[config.mk]
export PLATFORM = sky130hd
export DESIGN_NAME = fixp_acc_sched
export DESIGN_NICKNAME = d
export VERILOG_FILES = /design/src/rtl/fixp_acc_sched.sv
export SDC_FILE = /design/constraint.sdc
export NUM_CORES = 1
export LEC_CHECK = 0
export ABC_AREA = 1
export BUFFER_PORTS_ARGS = -buffer_cell sky130_fd_sc_hd__buf_4
export CORE_AREA = 2 2 213 215
export CTS_CLUSTER_DIAMETER = 150
export DETAILED_ROUTE_END_ITERATION = 8
export DIE_AREA = 0 0 215 217
export PLACE_DENSITY = 0.42
export SYNTH_ARGS = -nofsm -noshare
export SYNTH_HDL_FRONTEND = slang
export SYNTH_SLANG_ARGS = --single-unit
[constraint.sdc]
create_clock -name clk_i -period 7.49 [get_ports clk_i]
set_input_delay 0.3745 -clock clk_i [delete_from_list [all_inputs] [get_ports clk_i]]
set_output_delay 0.3745 -clock clk_i [all_outputs]
set_load 0.005 [all_outputs]
[src/rtl/fixp_acc_sched.sv]
// Round-robin job scheduler that shares one fp64 accumulator among N_REQ requesters.
// Each granted job clears the accumulator, streams its beats through, and returns only the final sum.
module fixp_acc_sched #(
    parameter int N_REQ = 4,
    parameter int LEN_W = 16,
    parameter int DW    = 64,
    localparam int GW   = (N_REQ > 1) ? $clog2(N_REQ) : 1
) (
    input  logic                   clk_i,
    input  logic                   rst_i,
    input  logic [N_REQ-1:0]       req_valid_i,
    input  logic [N_REQ*LEN_W-1:0] req_len_i,
    output logic [N_REQ-1:0]       req_ready_o,
    input  logic [N_REQ-1:0]       in_valid_i,
    input  logic [N_REQ*DW-1:0]    in_data_i,
    output logic [N_REQ-1:0]       in_ready_o,
    output logic                   acc_clr_valid_o,
    input  logic                   acc_clr_ready_i,
    output logic                   acc_in_valid_o,
    output logic [DW-1:0]          acc_in_data_o,
    input  logic                   acc_in_ready_i,
    input  logic                   acc_sum_valid_i,
    input  logic [DW-1:0]          acc_sum_data_i,
    output logic                   acc_sum_ready_o,
    output logic [N_REQ-1:0]       sum_valid_o,
    output logic [DW-1:0]          sum_data_o,
    input  logic [N_REQ-1:0]       sum_ready_i,
    output logic                   busy_o,
    output logic [GW-1:0]          grant_id_o
);

    typedef enum logic [2:0] {IDLE, CLEAR, STREAM, DRAIN, RESP} state_e;

    state_e           state_q, state_d;
    logic [GW-1:0]    ptr_q, ptr_d, gnt_q, gnt_d;
    logic [LEN_W-1:0] len_q, len_d, inCnt_q, inCnt_d, sumCnt_q, sumCnt_d;
    logic [DW-1:0]    sum_q, sum_d;

    logic             reqFound;
    logic [GW-1:0]    reqPick;
    logic             inFire, sumFire, lastIn, lastSum;
    logic [LEN_W-1:0] inCntInc, sumCntNext;

    // First pending requester at or after the pointer, wrapping around.
    always_comb begin
        reqFound = 1'b0;
        reqPick  = '0;
        for (int k = 0; k < N_REQ; k++) begin
            if (!reqFound && req_valid_i[(int'(ptr_q) + k) % N_REQ]) begin
                reqFound = 1'b1;
                reqPick  = GW'((int'(ptr_q) + k) % N_REQ);
            end
        end
    end

    assign inFire     = (state_q == STREAM) && in_valid_i[gnt_q] && acc_in_ready_i;
    assign sumFire    = ((state_q == STREAM) || (state_q == DRAIN)) && acc_sum_valid_i;
    assign inCntInc   = inCnt_q + 1'b1;
    assign sumCntNext = sumFire ? sumCnt_q + 1'b1 : sumCnt_q;
    assign lastIn     = inFire && (inCntInc == len_q);
    // The final sum may land in the same cycle as the last beat, so look at next-state counts.
    assign lastSum    = sumFire && (sumCntNext == len_q);

    always_ff @(posedge clk_i or posedge rst_i) begin
        if (rst_i) begin
            state_q <= IDLE;
        end else begin
            state_q <= state_d;
        end
    end

    always_comb begin
        state_d = state_q;
        case (state_q)
            IDLE:    if (reqFound) state_d = CLEAR;
            CLEAR:   if (acc_clr_ready_i) state_d = (len_q == '0) ? RESP : STREAM;
            STREAM:  if (lastIn) state_d = lastSum ? RESP : DRAIN;
            DRAIN:   if (lastSum) state_d = RESP;
            RESP:    if (sum_ready_i[gnt_q]) state_d = IDLE;
            default: state_d = IDLE;
        endcase
    end

    always_comb begin
        ptr_d    = ptr_q;
        gnt_d    = gnt_q;
        len_d    = len_q;
        inCnt_d  = inCnt_q;
        sumCnt_d = sumCnt_q;
        sum_d    = sum_q;
        case (state_q)
            IDLE: begin
                if (reqFound) begin
                    gnt_d    = reqPick;
                    len_d    = req_len_i[int'(reqPick)*LEN_W +: LEN_W];
                    inCnt_d  = '0;
                    sumCnt_d = '0;
                    sum_d    = '0;
                end
            end
            STREAM, DRAIN: begin
                if (inFire) inCnt_d = inCntInc;
                sumCnt_d = sumCntNext;
                if (lastSum) sum_d = acc_sum_data_i;
            end
            RESP: begin
                if (sum_ready_i[gnt_q]) begin
                    ptr_d = (int'(gnt_q) == N_REQ-1) ? '0 : gnt_q + 1'b1;
                end
            end
            default: ;
        endcase
    end

    always_ff @(posedge clk_i or posedge rst_i) begin
        if (rst_i) begin
            ptr_q    <= '0;
            gnt_q    <= '0;
            len_q    <= '0;
            inCnt_q  <= '0;
            sumCnt_q <= '0;
            sum_q    <= '0;
        end else begin
            ptr_q    <= ptr_d;
            gnt_q    <= gnt_d;
            len_q    <= len_d;
            inCnt_q  <= inCnt_d;
            sumCnt_q <= sumCnt_d;
            sum_q    <= sum_d;
        end
    end

    always_comb begin
        req_ready_o     = '0;
        in_ready_o      = '0;
        acc_clr_valid_o = 1'b0;
        acc_in_valid_o  = 1'b0;
        acc_in_data_o   = '0;
        acc_sum_ready_o = 1'b0;
        sum_valid_o     = '0;
        case (state_q)
            IDLE:   if (reqFound) req_ready_o[reqPick] = 1'b1;
            CLEAR:  acc_clr_valid_o = 1'b1;
            STREAM: begin
                acc_in_valid_o    = in_valid_i[gnt_q];
                acc_in_data_o     = in_data_i[int'(gnt_q)*DW +: DW];
                in_ready_o[gnt_q] = acc_in_ready_i;
                acc_sum_ready_o   = 1'b1;
            end
            DRAIN:  acc_sum_ready_o = 1'b1;
            RESP:   sum_valid_o[gnt_q] = 1'b1;
            default: ;
        endcase
    end

    assign busy_o     = (state_q != IDLE);
    assign grant_id_o = gnt_q;
    assign sum_data_o = sum_q;

endmodule

==> results.cfg, run 1 <==
[yosys]
synth.most_common_cell = nand2_1
ys_types = 41
syn-instance-count = 1551
synth_seq_area_share_pct = 32.2
yosys.area.top_type = dfrtp_1
syn_nets = 1958
synth_commonest_cells = nand2_1 (511), nor2_1 (309), o21ai_0 (186)
synthArstFlopShare_pct = 100
synth_warnings = 0
synth-edff-count = 0
avgSynthCellArea_sq_um = 5.97
synth_top_cell_area_share_pct = 32.2
synth_seq_cells = 119
synth_top_flop_cell = dfrtp_1
synthTopCellsByArea = dfrtp_1 (32%), nand2_1 (21%), nor2_1 (13%)
syn_area_sq_um = 9260

[route]
viasPerCell = 4.47
first_iter_violations = 849
first_pass_iters = 5
antenna_left = 0
drc = 0
routed_wl_um = 50500
vias = 11900
routedWlPerCell_um = 19.1

[setup_path]
slowest_delay_ns = 0.55
cp-start-kind = register
critPathMaxFanout = 19
crit_chain = o21ai_0 -> nand2_1 -> nand2_1 -> nor3_2 -> nand2_1 -> o2111ai_1 -> nand2_2 -> clkinv_1 -> nand2_1 -> nor2_1 -> buf_4
critical_path.endpoint_type = output pin
crit_required_ns = 7.12
critical_path_class = register to output pin
cp_num_buf_inv = 2
crit_arrival_ns = 3.34
path_delay_family = simple AND/OR/NAND/NOR gates
cp_common_cell = nand2_1
critPathSlowestCell = clkinv_1

[grt]
antenna_found_initial = 3
grt_max_degree = 127
grt_pass1_vias = 11300
grt_pass1_wl_um = 72900
gr-total-overflow = 0
grt_usage_pct = 20.6

[floorplanning]
core_area_sq_um = 44700
ioPinCount = 547
die_y_um = 217
start_util_pct = 20.7
fp-row-count = 78
dieArea_sq_um = 46700
die_w_um = 215

[placement]
portBuffers = 546
place_congestion = 0.909
hpwl_um = 39800
place_area_sq_um = 13800

[pwr]
p_leak_nw = 7.32
p_int_mw = 2.51
pwr-share-comb_pct = 63.5
pwr-share-clk_pct = 17.1
power_density_nw_per_um2 = 362
power_switching_share_pct = 52.0
p_seq_share_pct = 19.4
switching_power_mw = 2.72
peakVddDrop_uv = 265

[layout]
layout.nets = 2444
fin_area_sq_um = 14400
fillCellCount = 5122
multi_input_area_sq_um = 5580
seqCellArea_sq_um = 2980
areaGrowthSynthToFinish_pct = 55.9
drive_above_1_share_pct = 30.2

[clock_network]
root_buffer = clkbuf_16
cts_resized = 0
numCtsBuffers = 17
clk_latency_ns = 0.43
cts.sinks = 119
postCtsHoldBufs = 0
cts_buffer_depth = 2
clk_pin_slew_worst_paths_ns = 0.06
htreeDepth = 4
cts_setup_buffers = 0
cts_tree = done

[sta]
hold-worst-slack_ns = 0.0900
grt_setup_unrepaired = false
period_share_pct = 49.6
maxSlewHeadroom_pct = 19.1
slew_viol_final = 0
setup_tns_ns = 0
setup_viol = 0
final.setup_skew_ns = 0.00718
max_freq_mhz = 269
fin_crit_ns = 3.72
hold_viol_final = 0
max_slew.worst_pin.slew_ns = 1.21

[run_status]
outcome = finished clean

[run]
max_cap_violations = 0

[hold_path]
hold_class = input port to asynchronous set/reset pin
[worst reg2reg max path, stage by stage (launching register included)]
cell,delay (ns)
dfrtp_1,0.46
nand2_1,0.09
o21ai_0,0.15
nand2_1,0.13
nand2_1,0.10
nor3_2,0.28
nand2_1,0.10
nand2_2,0.37
inv_2,0.30
nor2_8,0.18
buf_4,0.86
o21ai_0,0.30
[path summary, 6_finish.rpt]
check	slack (ns)	end	startpoint	cells past startpoint
max in group asynchronous	5.99	grant_id_o[0]	rst_i	3
setup reg to reg	4.00	sum_data_o[42]	ptr_q[0]	11
hold / removal	0.09	sum_data_o[30]	rst_i	2
hold reg to reg	0.48	sum_data_o[63]	sum_data_o[63]	2
setup / recovery	3.77	req_ready_o[3]	ptr_q[0]	11
min in group clk_i	0.20	sum_data_o[58]	acc_sum_data_i[58]	3
[power by group through the flow]
stage	Clock [mW]	Combinational, mW	Sequential (mW)
after global placement	0	3.36	1.02
after floorplan	0	2.08	0.944
after detailed placement	0	3.35	1.03
after global routing	0.943	3.72	1.03
after CTS	0.919	3.37	1.02
final	0.892	3.32	1.01
[layer usage]
layer | track usage [%] | routed length, um
met5 | 0 | 0
met4 | 4.39 | 817
met3 | 4.86 | 3590
met2 | 33.5 | 23400
met1 | 27.8 | 22800
[flip-flops by register name, indices dropped and copies added (netlist names)]
| register | cells |
|---|---|
| grant_id_o | 2 |
| inCnt_q | 16 |
| len_q | 16 |
| ptr_q | 2 |
| state_q | 3 |
| sumCnt_q | 16 |
| sum_data_o | 64 |
[stage by stage]
step	power (mW)	setup WS, ns	util, %	instances
floorplan	3.03	3.96	-	1551
global placement	4.38	4.13	30.9	2618
global route	5.70	3.48	32.3	2652
finish	5.23	3.77	32.3	2653
CTS	5.30	3.78	32.3	2650
detailed placement	4.37	4.01	30.9	2618
[cell type report]
| type | count | share of cell area, % |
|---|---|---|
| inverters | 82 | 2.16 |
| clock inverters | 14 | 1.37 |
| repair buffers | 556 | 28.9 |
| well taps | 600 | 5.20 |
| diodes | 3 | 0.0520 |
| multi-input cells | 1261 | 38.7 |
| clock buffers | 18 | 2.97 |
| flip-flops and latches | 119 | 20.7 |
[cell families after synthesis]
logic type | share of synthesized area (%)
simple gates | 40.4
xor+xnor | 1.43
flops | 32.2
fa+ha+maj | 0.811
mux | 0.108
buf+inv | 7.55
compound gates | 17.5
[cells in the final DEF, fill, tap and decap left out, types with 3 or more instances in the layout]
master | netlist | layout
a21oi_1 | 66 | 66
buf_4 | 1 | 556
bufinv_16 | 0 | 4
clkbuf_16 | 0 | 17
clkinvlp_4 | 0 | 5
dfrtp_1 | 119 | 117
diode_2 | 0 | 3
ha_1 | 6 | 6
inv_1 | 75 | 72
inv_2 | 5 | 6
inv_6 | 0 | 3
nand2_1 | 511 | 511
nand2_2 | 6 | 6
nand3_1 | 63 | 63
nand4_1 | 16 | 16
nor2_1 | 309 | 309
nor3_1 | 9 | 9
nor4_1 | 4 | 4
o21ai_0 | 186 | 186
o21ai_1 | 28 | 28
o21ai_2 | 5 | 5
o22ai_1 | 21 | 21
xnor2_1 | 4 | 4
xor2_1 | 6 | 6
Power figures use the tool's default switching activity.
==> inputs of run 2 (changes only) <==
--- a/config.mk
+++ b/config.mk
@@ -11,7 +11,7 @@
 export CTS_CLUSTER_DIAMETER = 150
 export DETAILED_ROUTE_END_ITERATION = 8
 export DIE_AREA = 0 0 215 217
-export PLACE_DENSITY = 0.42
+export PLACE_DENSITY = 0.44
 export SYNTH_ARGS = -nofsm -noshare
 export SYNTH_HDL_FRONTEND = slang
 export SYNTH_SLANG_ARGS = --single-unit
==> constraint.sdc (replaced) <==
create_clock -name clk_i -period 3.2 [get_ports clk_i]
set_input_delay 0.16 -clock clk_i [delete_from_list [all_inputs] [get_ports clk_i]]
set_output_delay 0.16 -clock clk_i [all_outputs]
set_load 0.005 [all_outputs]
==> results.cfg, run 2 (same netlist as run 1, synthesis figures left out) <==
[pwr]
p_seq_share_pct = 18.8
switching_power_mw = 6.40
power_density_nw_per_um2 = 834
pwr-share-comb_pct = 63.8
peakVddDrop_uv = 471
p_int_mw = 6.22
pwr-share-clk_pct = 17.4
p_leak_nw = 7.63
power_switching_share_pct = 50.7

[placement]
pre_cts_ws_ns = 0.280
hpwl_um = 39400
dp_cells = 2627
portBuffers = 546
place_congestion = 0.891

[clock_network]
root_buffer = clkbuf_16
cts_setup_buffers = 0
clk_pin_slew_worst_paths_ns = 0.06
cts_tree = done
cts_buffer_depth = 2
clk_latency_ns = 0.43
numCtsBuffers = 17
cts.sinks = 119
htreeDepth = 4

[route]
viasPerCell = 4.49
first_pass_iters = 5
drc = 0
vias = 12200
first_iter_violations = 816
routedWlPerCell_um = 18.6
routed_wl_um = 50400
antenna_left = 0

[grt]
gr-total-overflow = 0
grt_pass1_vias = 11800
antenna_found_initial = 2
grt_usage_pct = 20.8
grt_pass1_wl_um = 74300
grt_max_degree = 130

[hold_path]
hold_class = input port to register
min_delay_path_depth = 3

[layout]
drive_above_1_share_pct = 29.9
fillCellCount = 5018
final_common_cell = buf_4
largest_register_ffs = 64
antenna_cells = 0
seqCellArea_sq_um = 2980
most-common-layout-cells = buf_4 (560), nand2_1 (511), nor2_1 (309)
instances_no_fill = 2711
areaGrowthSynthToFinish_pct = 63.4
multi_input_area_sq_um = 5600
layout.nets = 2505

[sta]
setup_tns_ns = 0
slew_viol_final = 0
worst_slack_ns = 0.251
maxSlewHeadroom_pct = 39.1
setup_viol = 0
final.setup_skew_ns = 0.00769
fin_crit_ns = 2.95
grt_setup_unrepaired = false
max_freq_mhz = 339
hold_viol_final = 0
period_share_pct = 92.1
max_slew.worst_pin.slew_ns = 0.913
hold-worst-slack_ns = 0.0213

[setup_path]
regToRegSetupSlack_ns = 0.57
r2r-start = sumCnt_q[0]
path_delay_family = buffers and inverters
critPathMaxFanout = 45
crit_arrival_ns = 2.79
cp_common_cell = buf_4
cp-start-kind = register
crit_required_ns = 3.04
critical_path.startpoint = state_q[1]
critPathSlowestCell = dfrtp_1
cp_num_buf_inv = 4
slowest_delay_ns = 0.50
r2r_cells = 13
critical_path_class = register to output pin
critical_path.endpoint_type = output pin
crit_chain = inv_1 -> nor3_1 -> inv_2 -> buf_4 -> a21oi_1 -> buf_4
crit_cells = 6
r2r-end = sum_data_o[28]
crit_end = acc_in_data_o[18]

[floorplanning]
ioPinCount = 547
die_y_um = 217
start_util_pct = 20.7
dieArea_sq_um = 46700
core_area_sq_um = 44700
fp-row-count = 78
die_w_um = 215

[run_status]
outcome = finished clean

[run]
max_cap_violations = 0
run 2: changes by cell type in the layout (fill, tap and decap cells not counted), sizes merged:
cell         before  now
dlygate4sd3       0   52
bufinv            4    5
clkinv            5    6
buf             556  565
diode             3    0
inv              82   81
clkinvlp          5    4
run 2: worst reg2reg max path, delay by kind of cell (launching register included):
kind	cells	cell delay, ns
fa+ha+maj	1	0.30
flops	1	0.44
buf+inv	1	0.28
compound gates	1	0.10
simple gates	10	1.38
run 2: final cells by class:
cell class	instances	area share, %
Clock buffer	18	2.90
Clock inverter	14	1.46
Inverter	82	2.08
Multi-Input combinational cell	1261	37.0
Sequential cell	119	19.7
Tap cell	600	4.96
Timing Repair Buffer	617	31.9
run 2: stage by stage:
| stage | cell area [sq um] | util [%] | total power [mW] |
|---|---|---|---|
| 2_1_floorplan | 9270 | - | 7.09 |
| 3_3_place_gp | 13900 | 31.2 | 10.4 |
| 3_5_place_dp | 13900 | 31.2 | 10.4 |
| 4_1_cts | 15100 | 33.8 | 12.7 |
| 5_1_grt | 15100 | 33.9 | 13.7 |
| 6_report | 15100 | 33.9 | 12.6 |
run 2: timing repair:
item | 4_1_cts | 5_1_grt
setup endpoints to repair | 4 | 4
hold buffers | 52 | 0
hold endpoints to repair | 170 | 0
resized for setup | 1 | 4
run 2: worst min path at each step:
stage	startpoint	slack, ns	endpoint
after floorplan	acc_sum_data_i[63]	0.30	sum_data_o[63]
after global placement	rst_i	0.43	sum_data_o[39]
after detailed placement	rst_i	0.43	sum_data_o[0]
after CTS	acc_sum_data_i[17]	0.0007	sum_data_o[17]
after global routing	acc_sum_data_i[21]	0.03	sum_data_o[21]
final	acc_sum_data_i[28]	0.02	sum_data_o[28]
run 2: layer usage:
layer  vias up  global-route usage (%)  share of wire [%]  wire length (um)
met2       441                    34.1                 46             23300
met5         -                       0              0.054                27
met1      5570                    27.9                 45             22800
li1       6086                       -                  -                 -
met4         4                    5.70                2.2              1090
met3        61                    4.10                6.3              3170
run 2: power groups by stage:
| stage | clock (mW) | sequential (mW) | combinational, mW |
|---|---|---|---|
| after floorplan | 0 | 2.21 | 4.88 |
| after global placement | 0 | 2.39 | 8.02 |
| after detailed placement | 0 | 2.39 | 8.03 |
| after CTS | 2.24 | 2.37 | 8.12 |
| after global routing | 2.30 | 2.43 | 9.01 |
| final | 2.19 | 2.37 | 8.05 |
==> inputs of run 3 (changes only) <==
--- a/config.mk
+++ b/config.mk
@@ -11,7 +11,7 @@
 export CTS_CLUSTER_DIAMETER = 150
 export DETAILED_ROUTE_END_ITERATION = 8
 export DIE_AREA = 0 0 215 217
-export PLACE_DENSITY = 0.44
+export PLACE_DENSITY = 0.57
 export SYNTH_ARGS = -nofsm -noshare
 export SYNTH_HDL_FRONTEND = slang
 export SYNTH_SLANG_ARGS = --single-unit
==> results.cfg, run 3 (same netlist as run 1, synthesis figures left out) <==
[sta]
hold-worst-slack_ns = 0.0150
period_share_pct = 89.9
setup_viol = 0
max_slew.worst_pin.slew_ns = 0.810
grt_setup_unrepaired = false
hold_viol_final = 0
slew_viol_final = 0
setup_tns_ns = 0
final.setup_skew_ns = 0.0155
maxSlewHeadroom_pct = 46.0
fin_crit_ns = 2.88
max_freq_mhz = 348

[route]
first_pass_iters = 5
first_iter_violations = 992
vias = 12400
viasPerCell = 4.58
routedWlPerCell_um = 17.1
routed_wl_um = 46200
drc = 0
antenna_left = 0

[clock_network]
htreeDepth = 4
clk_pin_slew_worst_paths_ns = 0.06
numCtsBuffers = 17
clk_latency_ns = 0.43
cts_buffer_depth = 2
root_buffer = clkbuf_16
cts.sinks = 119
cts_tree = done

[setup_path]
critical_path.startpoint = ptr_q[0]
r2r-end = sum_data_o[50]
r2r_cells = 14
crit_end = req_ready_o[2]
crit_chain = xnor2_1 -> nand2_1 -> o21ai_1 -> nor3_2 -> nand2_1 -> o2111ai_1 -> nand2_2 -> clkinv_1 -> nand2_1 -> nor2_1 -> buf_4
critPathSlowestCell = dfrtp_1
crit_arrival_ns = 2.72
cp_common_cell = nand2_1
slowest_delay_ns = 0.47
crit_required_ns = 3.04
cp-start-kind = register
r2r-start = sumCnt_q[0]
critPathMaxFanout = 12
regToRegSetupSlack_ns = 0.45
critical_path.endpoint_type = output pin
critical_path_class = register to output pin

[floorplanning]
ioPinCount = 547
core_area_sq_um = 44700
die_y_um = 217
die_w_um = 215
fp-row-count = 78
start_util_pct = 20.7
dieArea_sq_um = 46700

[layout]
fillCellCount = 4906
utilization_pct = 33.4
final_common_cell = buf_4
seqCellArea_sq_um = 2980
largest_register_ffs = 64
layout.nets = 2491
drive_above_1_share_pct = 30.0
most-common-layout-cells = buf_4 (559), nand2_1 (511), nor2_1 (309)
multi_input_area_sq_um = 5580
areaGrowthSynthToFinish_pct = 61.2

[grt]
antenna_found_initial = 7
grt_pass1_vias = 11600
grt_pass1_wl_um = 68000
grt_max_degree = 134
grt_usage_pct = 18.7
gr-total-overflow = 0

[pwr]
p_leak_nw = 7.54
finalPower_mw = 12.2
p_seq_share_pct = 19.7
pwr-share-clk_pct = 16.1
pwr-share-comb_pct = 64.3
power_switching_share_pct = 51.0
switching_power_mw = 6.23
power_density_nw_per_um2 = 819
peakVddDrop_uv = 797
p_int_mw = 5.99

[hold_path]
hold_class = input port to register
min_delay_path_depth = 3

[run_status]
outcome = finished clean

[placement]
place_congestion = 0.935
portBuffers = 546
hpwl_um = 36200

[run]
max_cap_violations = 0
## run 3: stage by stage
step	setup slack [ns]	area [sq um]	instances
global placement	0.563	13900	2627
CTS	0.236	14900	2696
global route	0.0696	14900	2698
detailed placement	0.465	13900	2627
floorplan	0.962	9270	1551
finish	0.325	14900	2698
## run 3: worst min-delay path by stage
| stage | from | end | slack [ns] |
|---|---|---|---|
| after floorplan | acc_sum_data_i[63] | sum_data_o[63] | 0.30 |
| after global placement | rst_i | sum_data_o[19] | 0.42 |
| after detailed placement | rst_i | sum_data_o[23] | 0.41 |
| after CTS | acc_sum_data_i[37] | sum_data_o[37] | 0.0004 |
| after global routing | acc_sum_data_i[22] | sum_data_o[22] | 0.0003 |
| final | acc_sum_data_i[21] | sum_data_o[21] | 0.01 |
## run 3: repair_timing
item                                   in CTS  in global routing
setup buffers                               0                  0
resized for setup                           0                  1
setup endpoints to repair                   0                  1
endpoints found under the hold margin     100                  1
hold buffers                               37                  1
## run 3: power by group through the flow
stage	sequential [mW]	clock [mW]	combinational, mW
2_1_floorplan	2.21	0	4.88
3_3_place_gp	2.41	0	7.71
3_5_place_dp	2.41	0	7.79
4_1_cts	2.39	2.01	7.86
5_1_grt	2.44	2.09	8.76
6_report	2.40	1.96	7.86
## run 3: critical path: cells and delay by family, from the launching register on
family / cells / cell delay, ns
and+or+nand+nor: 6 / 0.73
DFF: 1 / 0.47
buffers and inverters: 2 / 0.43
xor gates and xnor gates: 1 / 0.33
AOI/OAI and AO/OA: 2 / 0.32
## run 3: metal layers
layer | wire (um) | GRT usage (%) | share of wire (%)
met5 | 60 | 0 | 0.13
met4 | 1730 | 7.33 | 3.7
met3 | 3820 | 6.01 | 8.3
met2 | 21400 | 30.2 | 46
met1 | 19200 | 23.2 | 41
## run 3: cell type report
class                   count  share of cell area (%)
diodes                      1                  0.0168
clock buffers              19                    3.03
clock inverters            13                   0.972
inverters                  82                    2.10
multi-input cells        1261                    37.4
flip-flops and latches    119                    20.0
well taps                 600                    5.03
repair buffers            603                    31.5
